[src/rtl/podule_bus.sv]
// Expansion-bus controller: decodes host accesses to podule slots, inserts IOC-speed wait
// states, waits for slot ready with a timeout, and merges slot interrupts for the IOC.
//
// state     | meaning
// S_IDLE    | no access; accept a new strobe
// S_WAIT    | slot strobed, counting IOC-speed wait states
// S_READY   | slot strobed, sampling pod_rdy, timeout counting
// S_ACK     | one-cycle host acknowledge, slot released
// S_RELEASE | waiting for the host to drop its strobe
module podule_bus #(
  parameter int NUM_SLOTS = 4,
  parameter int WAIT_SLOW = 6,
  parameter int WAIT_MED  = 4,
  parameter int WAIT_FAST = 2,
  parameter int WAIT_SYNC = 1,
  parameter int TIMEOUT   = 64
) (
  input  logic                   clkcpu,
  input  logic                   rst_i,
  input  logic                   wb_cyc,
  input  logic                   wb_stb,
  input  logic                   wb_we,
  input  logic [13:0]            wb_adr,
  input  logic [1:0]             wb_speed,
  input  logic [15:0]            wb_dat_i,
  output logic [15:0]            wb_dat_o,
  output logic                   wb_ack,
  output logic [NUM_SLOTS-1:0]   pod_sel,
  output logic                   pod_we,
  output logic [11:0]            pod_adr,
  output logic [15:0]            pod_wdat,
  input  logic [16*NUM_SLOTS-1:0] pod_rdat,
  input  logic [NUM_SLOTS-1:0]   pod_rdy,
  input  logic [NUM_SLOTS-1:0]   present,
  input  logic [NUM_SLOTS-1:0]   pod_irq,
  input  logic [NUM_SLOTS-1:0]   pod_firq,
  output logic                   irq_n,
  output logic                   firq_n,
  output logic [NUM_SLOTS-1:0]   irq_pend,
  output logic                   timeout_o
);

  typedef enum logic [2:0] {
    S_IDLE, S_WAIT, S_READY, S_ACK, S_RELEASE
  } state_t;

  state_t               r_state;
  state_t               w_next;
  logic [1:0]           r_slot;
  logic [7:0]           r_cnt;
  logic [7:0]           r_tmo;
  logic [15:0]          r_dat;
  logic                 r_we;
  logic [11:0]          r_adr;
  logic [15:0]          r_wdat;
  logic                 r_timeout;
  logic [NUM_SLOTS-1:0] r_irq_pend;
  logic                 r_irq_n;
  logic                 r_firq_n;

  // Zero-extended to four slots so unimplemented slot numbers decode as absent.
  logic [3:0]  w_present4;
  logic [3:0]  w_rdy4;
  logic [63:0] w_rdat64;
  logic        w_req;
  logic [1:0]  w_slot;
  logic        w_hit;
  logic        w_rdy;
  logic        w_tmo_last;
  logic [7:0]  w_wait_init;
  logic [15:0] w_rdat_sel;

  assign w_present4 = 4'(present);
  assign w_rdy4     = 4'(pod_rdy);
  assign w_rdat64   = 64'(pod_rdat);
  assign w_req      = wb_cyc & wb_stb;
  assign w_slot     = wb_adr[13:12];
  assign w_hit      = w_present4[w_slot];
  assign w_rdy      = w_rdy4[r_slot];
  assign w_tmo_last = (r_tmo == 8'(TIMEOUT - 1));
  assign w_rdat_sel = w_rdat64[{r_slot, 4'b0000} +: 16];

  always_comb begin
    case (wb_speed)
      2'd0:    w_wait_init = 8'(WAIT_SLOW);
      2'd1:    w_wait_init = 8'(WAIT_MED);
      2'd2:    w_wait_init = 8'(WAIT_FAST);
      default: w_wait_init = 8'(WAIT_SYNC);
    endcase
  end

  always_ff @(posedge clkcpu) begin
    if (rst_i) r_state <= S_IDLE;
    else       r_state <= w_next;
  end

  always_comb begin
    w_next = r_state;
    case (r_state)
      S_IDLE:    if (w_req) w_next = w_hit ? S_WAIT : S_ACK;
      S_WAIT: begin
        if (!wb_cyc)            w_next = S_IDLE;
        else if (r_cnt == 8'd1) w_next = S_READY;
      end
      S_READY: begin
        if (!wb_cyc)                 w_next = S_IDLE;
        else if (w_rdy || w_tmo_last) w_next = S_ACK;
      end
      S_ACK:     w_next = S_RELEASE;
      S_RELEASE: if (!wb_stb || !wb_cyc) w_next = S_IDLE;
      default:   w_next = S_IDLE;
    endcase
  end

  always_comb begin
    wb_ack  = (r_state == S_ACK);
    pod_sel = '0;
    for (int i = 0; i < NUM_SLOTS; i++) begin
      pod_sel[i] = ((r_state == S_WAIT) || (r_state == S_READY)) && (r_slot == 2'(i));
    end
  end

  always_ff @(posedge clkcpu) begin
    if (rst_i) begin
      r_slot    <= 2'd0;
      r_cnt     <= 8'd0;
      r_tmo     <= 8'd0;
      r_dat     <= 16'hFFFF;
      r_we      <= 1'b0;
      r_adr     <= 12'd0;
      r_wdat    <= 16'd0;
      r_timeout <= 1'b0;
    end else begin
      r_timeout <= 1'b0;
      case (r_state)
        S_IDLE: begin
          if (w_req) begin
            r_slot <= w_slot;
            r_adr  <= wb_adr[11:0];
            r_wdat <= wb_dat_i;
            r_cnt  <= w_wait_init;
            if (w_hit) r_we  <= wb_we;
            else       r_dat <= 16'hFFFF;
          end
        end
        S_WAIT: begin
          r_cnt <= r_cnt - 8'd1;
          r_tmo <= 8'd0;
        end
        S_READY: begin
          if (wb_cyc) begin
            if (w_rdy) begin
              r_dat <= r_we ? 16'hFFFF : w_rdat_sel;
            end else if (w_tmo_last) begin
              r_timeout <= 1'b1;
              r_dat     <= 16'hFFFF;
            end else begin
              r_tmo <= r_tmo + 8'd1;
            end
          end
        end
        default: ;
      endcase
      // Write enable only lives for the duration of an access.
      if (w_next == S_IDLE) r_we <= 1'b0;
    end
  end

  always_ff @(posedge clkcpu) begin
    if (rst_i) begin
      r_irq_pend <= '0;
      r_irq_n    <= 1'b1;
      r_firq_n   <= 1'b1;
    end else begin
      r_irq_pend <= pod_irq & present;
      r_irq_n    <= ~|(pod_irq & present);
      r_firq_n   <= ~|(pod_firq & present);
    end
  end

  assign wb_dat_o  = r_dat;
  assign pod_we    = r_we;
  assign pod_adr   = r_adr;
  assign pod_wdat  = r_wdat;
  assign timeout_o = r_timeout;
  assign irq_pend  = r_irq_pend;
  assign irq_n     = r_irq_n;
  assign firq_n    = r_firq_n;

endmodule

[config.mk]
export PLATFORM = sky130hd
export DESIGN_NAME = podule_bus
export DESIGN_NICKNAME = d
export VERILOG_FILES = /design/src/rtl/podule_bus.sv
export SDC_FILE = /design/constraint.sdc
export NUM_CORES = 1
export LEC_CHECK = 0
export BUFFER_PORTS_ARGS = -buffer_cell sky130_fd_sc_hd__buf_2
export CAP_MARGIN = 0
export CORE_MARGIN = 2
export CORE_UTILIZATION = 48
export CTS_CLUSTER_SIZE = 28
export DETAILED_ROUTE_END_ITERATION = 10
export PLACE_DENSITY = 0.88
export SYNTH_ARGS = -nofsm -noshare
export SYNTH_HDL_FRONTEND = slang
export SYNTH_SLANG_ARGS = --single-unit
export TNS_END_PERCENT = 30
[constraint.sdc]
create_clock -name clkcpu -period 3.4 [get_ports clkcpu]
set_clock_uncertainty 0.2 [all_clocks]
set_input_delay 0.68 -clock clkcpu [delete_from_list [all_inputs] [get_ports clkcpu]]
set_output_delay 0.68 -clock clkcpu [all_outputs]
set_load 0.01 [all_outputs]
==> flow_summary_export.csv, run 1 <==
group,metric,value,unit
worst_setup_path,path_class,"register to primary output",
finish,diodes,0,
worst_setup_path,cpMaxStageDelayCell,"or3b_2",
detailed_routing,vias,3327,
synthesis,yosys.area_share.adder,1.142,%
finish,syn2layout_area_growth,33.22,%
die,dieArea,0.007528,mm^2
detailed_routing,antenna_left,0,
worst_setup_path,crit_chain,"or3b_2, a211oi_1, buf_2",
synthesis,synth_area_leaders,"dfxtp_1, mux4_2, nand2_1",
timing,relSlewSlack,52.65,%
timing,fin_crit_sh,80.50,%
status,outcome,"completed",
timing,fin_ws,662.9,ps
synthesis,ys.flop_type,"dfxtp_1",
synthesis,synth_edf_count,0,
timing,final.min_clock_period,2737,ps
synthesis,async_reset_ff_share,0,%
detailed_routing,finalWirelength,9.374,mm
worst_setup_path,crit_family,"simple AND/OR/NAND/NOR gates",
detailed_routing,via_per_inst,5.536,
power_and_ir_drop,total_power,0.001861,W
worst_setup_path,cpPeakStageDelay,600,ps
timing,final_hold_viol_count,0,
worst_hold_path,hold_path.class,"register to register",
finish,final_nets,636,
synthesis,synth_top_family_by_area,"simple AND/OR/NAND/NOR gates",
synthesis,avgSynthCellArea,9.368,um^2
worst_setup_path,cp_max_fo,8,
power_and_ir_drop,leakagePower,1.898,nW
global_route,grt_pass1_vias,3152,
synthesis,ys_seq_area_share,44.44,%
synthesis,syn_area,0.003288,mm^2
synthesis,synth_area_leader_cell,"dfxtp_1",
finish,utilization,65.20,%
synthesis,ys_ff_latch,73,
die,pin_count,174,
global_route,antenna_found_initial,0,
cts,worstSkewPairLatency,330,ps
worst_setup_path,cp-end-kind,"primary output",
synthesis,netlist.area_leader.share,44.44,%
die,coreArea,0.006719,mm^2
cts,clockBufferDepth,2,
placement,place_ws,780.1,ps
synthesis,synth_xor_xnor_area_share,1.065,%
synthesis,syn_nets,471,
timing,worst_hold_slack,253.1,ps
timing,tns,0,ps
global_route,grt_overflow_total,0,
timing,finalSetupViolCount,0,
placement,portBuffers,173,
die,start_util,48.94,%
worst_setup_path,required,2520,ps
detailed_routing,drt_iter0_drc,193,
synthesis,ys_types,53,
cts,cts_root_buf,"clkbuf_8",
detailed_routing,drtPass1Iterations,5,
placement,dp_hpwl,7.145,mm
worst_setup_path,cp.buffers_inverters,1,
cts,cts_sinks,73,
timing,fmax,365.3,MHz
synthesis,synth_compound_gate_area_share,16.93,%
global_route,grt_pass1_wl,14.21,mm
detailed_routing,wl_per_cell,15.60,um
cts,clk_pin_slew_worst_paths,80,ps
cts,ctsHoldBuffers,0,
synthesis,synthSimpleGateAreaFrac,19.22,%
global_route,grt_max_degree,53,
die,die_w,86.77,um
power_and_ir_drop,power.density,424.8,mW/mm^2
timing,rsz0062_at_grt,"no",
cts,numCtsBuffers,9,
placement,routabilityCongestion,0.8927,
die,std_cell_rows,30,
finish,layout-drive-gt1-share,43.19,%
synthesis,synth_mux_area_share,13.28,%
synthesis,synth_cells,351,
global_route,track_usage,24.12,%
synthesis,ys.warnings.count,0,
timing,tightest_slew,708.8,ps
cts,cts_tree,"yes",
cts,h-tree-depth,3,
power_and_ir_drop,ir_worst_vdd,0.2032,mV
die,die_h,86.77,um
flow_run,maxCapViolations,0,
finish,fillers,552,
worst_setup_path,startpoint_type,"register",
detailed_routing,drcViolationCount,0,
cts,post_cts_buffers,0,
worst_setup_path,arrival,1860,ps
cts,cts_resized,0,
timing,drv_slew,0,
[cells in the final DEF (no fill, tap or decap), drive strengths merged, types with 3 or more instances in the layout]
cell,n
nor3,3
mux4,18
o22a,16
clkbuf,9
ha,3
and3,4
nand3,4
inv,7
xor2,3
a31oi,3
or3,4
o21ai,4
nor4,4
buf,178
clkinv,3
nor2,22
a21oi,44
nand2,77
a211oi,3
dfxtp,73
[flip-flops by register name, summed over array words and instances (netlist names)]
| register | count |
|---|---|
| r_tmo | 8 |
| r_cnt | 8 |
| wb_dat_o | 16 |
| irq_n | 1 |
| pod_wdat | 16 |
| timeout_o | 1 |
| r_slot | 2 |
| pod_adr | 12 |
| pod_we | 1 |
| r_state | 3 |
| firq_n | 1 |
| irq_pend | 4 |
[worst min-delay path, stage by stage, from the launching register on]
cell and delay [ps]:
dfxtp_1 310, nand2_1 50, a21oi_1 50
[report_power, final]
part	total, W	internal, W	switching [W]	leakage [nW]
clock	0.000657	0.000338	0.000319	0.0954
combinational	0.000293	0.000142	0.000151	1.21
sequential	0.000911	0.000888	0.0000231	0.594
total	0.00186	0.00137	0.000493	1.90
[metal layers]
metal	global-route usage [%]	wire length [um]	vias up
met4	10.23	299	0
met5	0	0	-
met2	42.66	4684	179
met3	6.667	772	24
met1	27.15	3618	1538
li1	-	-	1586
[cells in the mapped netlist, types with 2 or more instances]
cell type and n:
a211oi_1 3, a21oi_1 43, a22oi_1 2, a31oi_1 3
and3_1 4, and4bb_2 2, buf_1 3, buf_6 2
clkbuf_1 18, dfxtp_1 73, ha_1 3, inv_1 6
mux2i_1 2, mux4_2 18, nand2_1 77, nand2b_1 2
nand3_1 4, nand4_1 2, nor2_1 21, nor2b_1 2
nor3_1 3, nor3b_1 2, nor4_1 3, o21ai_0 4
o22a_1 16, or3_1 4, xor2_1 3
[per-stage QoR]
step           std cells  area, um^2
2_1_floorplan        351        3288
3_3_place_gp         585        4188
3_5_place_dp         585        4188
4_1_cts              601        4380
5_1_grt              601        4380
6_report             601        4380
[worst paths after layout]
kind / start / to / slack, ps / cells past startpoint
setup / recovery: r_state[0]$_SDFF_PP0_ / pod_sel[0] / 660 / 3
hold reg to reg: pod_adr[1]$_SDFFE_PP0P_ / pod_adr[1]$_SDFFE_PP0P_ / 250 / 2
setup reg to reg: r_slot[0]$_SDFFE_PP0P_ / r_tmo[6]$_SDFFE_PP0P_ / 1030 / 5
hold / removal: pod_adr[1]$_SDFFE_PP0P_ / pod_adr[1]$_SDFFE_PP0P_ / 250 / 2
[cell type report]
class	instances	area (um^2)	area share, %
multi-input combinational	248	1700	38.82
sequential	73	1461	33.36
timing repair buffer	178	903.4	20.62
clock buffer	9	123.9	2.828
tap	80	100.1	2.285
clock inverter	7	68.82	1.571
inverter	6	22.52	0.5141
[logic make-up (layout without fill, tap and decap cells)]
logic type                 Yosys count  after routing
and+or+nand+nor                    136            136
AOI/OAI and AO/OA                   84             84
DFF                                 73             73
buffers and inverters               30            200
muxes                               21             21
xor gates and xnor gates             4              4
adders and majority gates            3              3
(Power assumes the default switching activity.)
==> inputs of run 2 (changes only) <==
--- a/config.mk
+++ b/config.mk
@@ -5,13 +5,14 @@
 export SDC_FILE = /design/constraint.sdc
 export NUM_CORES = 1
 export LEC_CHECK = 0
+export ABC_AREA = 1
 export BUFFER_PORTS_ARGS = -buffer_cell sky130_fd_sc_hd__buf_2
 export CAP_MARGIN = 0
 export CORE_MARGIN = 2
-export CORE_UTILIZATION = 48
+export CORE_UTILIZATION = 47
 export CTS_CLUSTER_SIZE = 28
 export DETAILED_ROUTE_END_ITERATION = 10
-export PLACE_DENSITY = 0.88
+export PLACE_DENSITY = 0.84
 export SYNTH_ARGS = -nofsm -noshare
 export SYNTH_HDL_FRONTEND = slang
 export SYNTH_SLANG_ARGS = --single-unit
==> constraint.sdc (replaced) <==
create_clock -name clkcpu -period 2.7 [get_ports clkcpu]
set_clock_uncertainty 0.2 [all_clocks]
set_input_delay 0.54 -clock clkcpu [delete_from_list [all_inputs] [get_ports clkcpu]]
set_output_delay 0.54 -clock clkcpu [all_outputs]
set_load 0.01 [all_outputs]
==> run 2 against run 1 <==
Net effect: utilization is 2.7 points lower; power increased by 34%; via count up 25%; combinational power is 62% higher; sequential share of layout area decreased by 2.6 points; worst hold slack worse by 21 ps; count of clock-buffer cells in the layout up 1; register-to-register slack worse by 430 ps; critical path depth grew 5; area after synthesis up 11%; largest cell class unchanged.
==> flow_summary_export.csv, run 2 <==
group,metric,value,unit
cts,cts_tree,"yes",
worst_hold_path,holdPathEnd,"pod_wdat[15]$_SDFFE_PP0P_",
synthesis,avgSynthCellArea,6.460,um^2
placement,dp_hpwl,7.480,mm
cts,cts_resized,0,
timing,fin_crit_sh,91.37,%
detailed_routing,drcViolationCount,0,
timing,final.min_clock_period,2467,ps
die,die_w,91.97,um
global_route,grt_max_degree,34,
worst_hold_path,hold_path_depth,3,
worst_setup_path,worst_r2r_endpoint,"r_tmo[6]$_SDFFE_PP0P_",
placement,routabilityCongestion,0.8513,
timing,relSlewSlack,35.88,%
global_route,track_usage,23.73,%
cts,h-tree-depth,3,
detailed_routing,wl_per_cell,11.81,um
global_route,antenna_found_initial,0,
detailed_routing,drtPass1Iterations,4,
timing,final_hold_viol_count,0,
worst_setup_path,reg2reg_depth,8,
synthesis,synth_edf_count,0,
finish,syn2layout_area_growth,30.62,%
power_and_ir_drop,power.density,525.9,mW/mm^2
cts,clockBufferDepth,2,
detailed_routing,drt_iter0_drc,145,
global_route,grt_overflow_total,0,
detailed_routing,antenna_left,0,
flow_run,maxCapViolations,0,
power_and_ir_drop,leakagePower,2.305,nW
synthesis,synthTopCellsByCount,"nand2_1, dfxtp_1, a21oi_1",
synthesis,synth_cells,563,
cts,post_cts_buffers,0,
cts,numCtsBuffers,9,
synthesis,syn_area,0.003637,mm^2
cts,ctsHoldBuffers,0,
worst_setup_path,cp_max_fo,9,
worst_setup_path,arrival,1730,ps
detailed_routing,finalWirelength,9.887,mm
status,outcome,"completed",
finish,final_common_cell,"nand2_1",
die,die_h,91.97,um
die,pin_count,174,
finish,seq_area,0.001461,mm^2
worst_hold_path,hold_path.class,"input port to register",
finish,layout-drive-gt1-share,27.89,%
synthesis,async_reset_ff_share,0,%
worst_setup_path,required,1960,ps
global_route,grt_pass1_vias,3913,
power_and_ir_drop,ir_worst_vdd,0.4471,mV
synthesis,ys_seq_area_share,40.18,%
synthesis,synth_area_leaders,"dfxtp_1, nand2_1, a21oi_1",
worst_setup_path,startpoint_type,"register",
detailed_routing,vias,4167,
finish,final_nets,850,
timing,rsz0062_at_grt,"no",
synthesis,netlist.area_leader.share,40.18,%
die,coreArea,0.007607,mm^2
synthesis,syn_nets,683,
cts,cts_sinks,73,
finish,utilization,62.45,%
die,start_util,47.81,%
timing,tightest_slew,958.3,ps
synthesis,ys.flop_type,"dfxtp_1",
global_route,grt_pass1_wl,16.62,mm
synthesis,yosysMostFrequentCell,"nand2_1",
worst_hold_path,worstHoldStart,"wb_dat_i[15]",
synthesis,synth_area_leader_cell,"dfxtp_1",
timing,fmax,405.3,MHz
worst_setup_path,r2r_start,"r_slot[0]$_SDFFE_PP0P_",
die,dieArea,0.008458,mm^2
finish,final_cell_mix,"nand2_1, buf_2, dfxtp_1, a21oi_1",
cts,cts_root_buf,"clkbuf_8",
worst_setup_path,cp-end-kind,"primary output",
cts,clk_pin_slew_worst_paths,80,ps
synthesis,ys_types,33,
worst_setup_path,reg2reg_slack,600,ps
detailed_routing,via_per_inst,4.978,
timing,tns,0,ps
cts,worstSkewPairLatency,350,ps
die,std_cell_rows,32,
synthesis,ys.warnings.count,0,
timing,drv_slew,0,
finish,multi_input_area,0.001884,mm^2
timing,finalSetupViolCount,0,
finish,fillers,729,
placement,portBuffers,173,
finish,diodes,0,
synthesis,ys_ff_latch,73,
worst_setup_path,path_class,"register to primary output",
## run 2: cell types whose count changed after synthesis, moves of 3 or more
cell and change:
nor3_1 +5, nor2_1 +17, nand2_1 +150, nand4_1 +15, a21oi_1 +23, mux4_2 -18
clkbuf_1 -9, or3_1 -4, inv_1 +32, buf_2 +7, nand3_1 +34, o21ai_0 +3
o22a_1 -16
## run 2: worst max-delay path: stages (launching register included)
cell,delay (ps)
dfxtp_1,320
inv_2,90
nand2_1,130
nor2_4,210
inv_1,150
nand2_1,100
inv_1,80
nor3_1,150
buf_2,160
## run 2: worst max-delay path by stage
stage | from | to | slack (ps) | depth (start not counted)
6_report | r_state[2]$_SDFF_PP0_ | pod_sel[2] | 230 | 8
3_3_place_gp | pod_rdy[3] | wb_dat_o[8]$_SDFFE_PP1P_ | 610 | 10
5_1_grt | r_state[2]$_SDFF_PP0_ | pod_sel[1] | 60 | 8
4_1_cts | r_state[2]$_SDFF_PP0_ | pod_sel[2] | 210 | 8
3_5_place_dp | pod_rdy[3] | wb_dat_o[8]$_SDFFE_PP1P_ | 540 | 10
2_1_floorplan | r_state[2]$_SDFF_PP0_ | pod_sel[0] | 800 | 7
## run 2: stage by stage
| stage | hold WS (ps) | cell area, um^2 | setup slack [ps] | instances | total power [W] |
|---|---|---|---|---|---|
| floorplan | 243.3 | 3637 | 800.0 | 563 | 0.001484 |
| CTS | 217.8 | 4751 | 206.2 | 837 | 0.002516 |
| global placement | 240.8 | 4556 | 610.0 | 821 | 0.001661 |
| finish | 232.0 | 4751 | 233.0 | 837 | 0.002498 |
| global route | 220.6 | 4751 | 58.07 | 837 | 0.002643 |
| detailed placement | 247.2 | 4556 | 538.6 | 821 | 0.001674 |
## run 2: power by group
| group | internal (W) | switching [W] |
|---|---|---|
| Clock | 0.000430 | 0.000413 |
| Combinational | 0.000197 | 0.000279 |
| Sequential | 0.00114 | 0.0000414 |
## run 2: area by class of cell
| type | instances | area share (%) |
|---|---|---|
| inverters | 43 | 3.450 |
| clock inverters | 6 | 1.422 |
| repair buffers | 180 | 19.33 |
| clock buffers | 10 | 2.686 |
| well taps | 102 | 2.686 |
| flip-flops and latches | 73 | 30.76 |
| multi-input cells | 423 | 39.66 |
## run 2: logic make-up after synthesis
kind of cell	Yosys count	share of synthesized area (%)
buf+inv	67	8.015
compound gates	78	10.97
fa+ha+maj	3	1.032
xor+xnor	2	0.4817
flops	73	40.18
simple gates	340	39.32
## run 2: routing by layer
layer | up-vias | wire length, um | GRT usage (%)
met1 | 1865 | 4149 | 27.09
li1 | 2142 | - | -
met3 | 18 | 655 | 5.423
met4 | 0 | 166 | 8.209
met5 | - | 0 | 0
met2 | 142 | 4916 | 43.32
==> inputs of run 3 (changes only) <==
--- a/config.mk
+++ b/config.mk
@@ -12,7 +12,7 @@
 export CORE_UTILIZATION = 47
 export CTS_CLUSTER_SIZE = 28
 export DETAILED_ROUTE_END_ITERATION = 10
-export PLACE_DENSITY = 0.84
+export PLACE_DENSITY = 0.81
 export SYNTH_ARGS = -nofsm -noshare
 export SYNTH_HDL_FRONTEND = slang
 export SYNTH_SLANG_ARGS = --single-unit
==> run 3 against run 2 <==
Net effect: count of clock-buffer cells in the layout shrank 1; sequential share of layout area grew 0.12 points; global-route usage shrank 0.44 points; largest cell class unchanged.
==> flow_summary_export.csv, run 3 (same netlist as run 2, synthesis figures left out) <==
group,metric,value,unit
detailed_routing,antenna_left,0,
finish,final_nets,849,
finish,diodes,0,
placement,portBuffers,173,
worst_hold_path,hold_path.class,"input port to register",
flow_run,maxCapViolations,0,
cts,worstSkewPairLatency,340,ps
detailed_routing,drtPass1Iterations,4,
status,outcome,"completed",
worst_setup_path,reg2reg_depth,8,
timing,relSlewSlack,33.75,%
cts,clockBufferDepth,2,
timing,rsz0062_at_grt,"no",
timing,worst_hold_slack,232.5,ps
die,coreArea,0.007607,mm^2
detailed_routing,vias,4212,
worst_hold_path,hold_path_depth,3,
finish,utilization,62.20,%
global_route,grt_overflow_total,0,
cts,numCtsBuffers,9,
worst_setup_path,r2r_start,"r_slot[0]$_SDFFE_PP0P_",
detailed_routing,wl_per_cell,11.83,um
finish,seq_area,0.001461,mm^2
timing,fin_crit_sh,90.08,%
worst_setup_path,reg2reg_slack,590,ps
timing,drv_slew,0,
power_and_ir_drop,leakagePower,2.292,nW
worst_setup_path,startpoint_type,"register",
cts,cts_tree,"yes",
worst_setup_path,path_class,"register to primary output",
die,std_cell_rows,32,
worst_setup_path,cp_max_fo,9,
finish,fillers,734,
cts,ctsHoldBuffers,0,
finish,multi_input_area,0.001884,mm^2
placement,routabilityCongestion,0.8477,
cts,cts_resized,0,
timing,final_hold_viol_count,0,
detailed_routing,via_per_inst,5.038,
cts,cts_sinks,73,
cts,clk_pin_slew_worst_paths,90,ps
placement,placed_area,0.004548,mm^2
finish,final_common_cell,"nand2_1",
global_route,grt_max_degree,56,
timing,final.min_clock_period,2432,ps
global_route,grt_pass1_vias,3921,
detailed_routing,drt_iter0_drc,159,
cts,h-tree-depth,3,
cts,post_cts_buffers,0,
worst_hold_path,worstHoldStart,"wb_dat_i[8]",
timing,finalSetupViolCount,0,
timing,fmax,411.1,MHz
die,dieArea,0.008458,mm^2
finish,layout-drive-gt1-share,27.93,%
worst_setup_path,worst_r2r_endpoint,"r_tmo[7]$_SDFFE_PP0P_",
worst_hold_path,holdPathEnd,"pod_wdat[8]$_SDFFE_PP0P_",
global_route,antenna_found_initial,0,
finish,final_cell_mix,"nand2_1, buf_2, dfxtp_1, a21oi_1",
power_and_ir_drop,power.density,516.4,mW/mm^2
worst_setup_path,arrival,1690,ps
cts,cts_root_buf,"clkbuf_8",
finish,final_cell_area,0.004732,mm^2
die,die_h,91.97,um
global_route,track_usage,23.30,%
timing,tns,0,ps
worst_setup_path,required,1960,ps
die,pin_count,174,
timing,tightest_slew,990.2,ps
die,die_w,91.97,um
finish,syn2layout_area_growth,30.10,%
detailed_routing,finalWirelength,9.893,mm
die,start_util,47.81,%
global_route,grt_pass1_wl,16.30,mm
placement,dp_hpwl,7.525,mm
detailed_routing,drcViolationCount,0,
power_and_ir_drop,ir_worst_vdd,0.4464,mV
worst_setup_path,cp-end-kind,"primary output",
[run 3: cell count changes in the layout (fill, tap and decap cells not counted), sizes merged]
| cell | previous run | this run |
|---|---|---|
| clkinv | 4 | 2 |
| clkinvlp | 2 | 3 |
| bufinv | 1 | 0 |
| inv | 42 | 45 |
| clkbuf | 10 | 9 |
| buf | 180 | 179 |
[run 3: area by class of cell]
class | instances | area share [%]
multi-input cells | 423 | 39.82
flip-flops and latches | 73 | 30.88
repair buffers | 179 | 19.25
inverters | 43 | 3.464
well taps | 102 | 2.697
clock buffers | 9 | 2.618
clock inverters | 7 | 1.269
[run 3: how the worst max path moves through the flow]
stage	to	from	slack, ps	cells past startpoint
final	pod_sel[0]	r_state[2]$_SDFF_PP0_	270	8
after global routing	pod_sel[1]	r_state[2]$_SDFF_PP0_	60	8
after CTS	pod_sel[0]	r_state[2]$_SDFF_PP0_	250	8
after detailed placement	wb_dat_o[0]$_SDFFE_PP1P_	pod_rdy[3]	490	10
after global placement	wb_dat_o[15]$_SDFFE_PP1P_	pod_rdy[3]	590	10
after floorplan	pod_sel[0]	r_state[2]$_SDFF_PP0_	800	7
[run 3: critical path, cell delays in order (launching register included)]
cell	delay, ps
dfxtp_1	320
inv_2	80
nand2_1	140
nor2_4	210
inv_1	140
nand2_1	90
inv_1	80
nor3_1	140
buf_2	160
[run 3: power by group]
part           internal, W  switching [W]  total (W)
registers          0.00114      0.0000390    0.00118
logic             0.000196       0.000276   0.000471
clock network     0.000349       0.000446   0.000795
total              0.00168       0.000760    0.00244
[run 3: metrics by stage]
| stage | instances | worst slack [ps] | power [W] |
|---|---|---|---|
| after global routing | 836 | 61.17 | 0.002577 |
| after detailed placement | 820 | 487.7 | 0.001673 |
| after CTS | 836 | 247.2 | 0.002456 |
| after floorplan | 563 | 800.0 | 0.001484 |
| final | 836 | 267.8 | 0.002444 |
| after global placement | 820 | 588.9 | 0.001658 |
[run 3: per-layer routing]
layer  wire length (um)  global-route usage (%)  part of all wire [%]  vias up
li1                   -                       -                     -     2137
met1               4148                   27.51                    42     1891
met2               4762                   41.05                    48      162
met3                803                   5.341                   8.1       22
met4                178                   8.831                   1.8        0
met5                  0                       0                     0        -
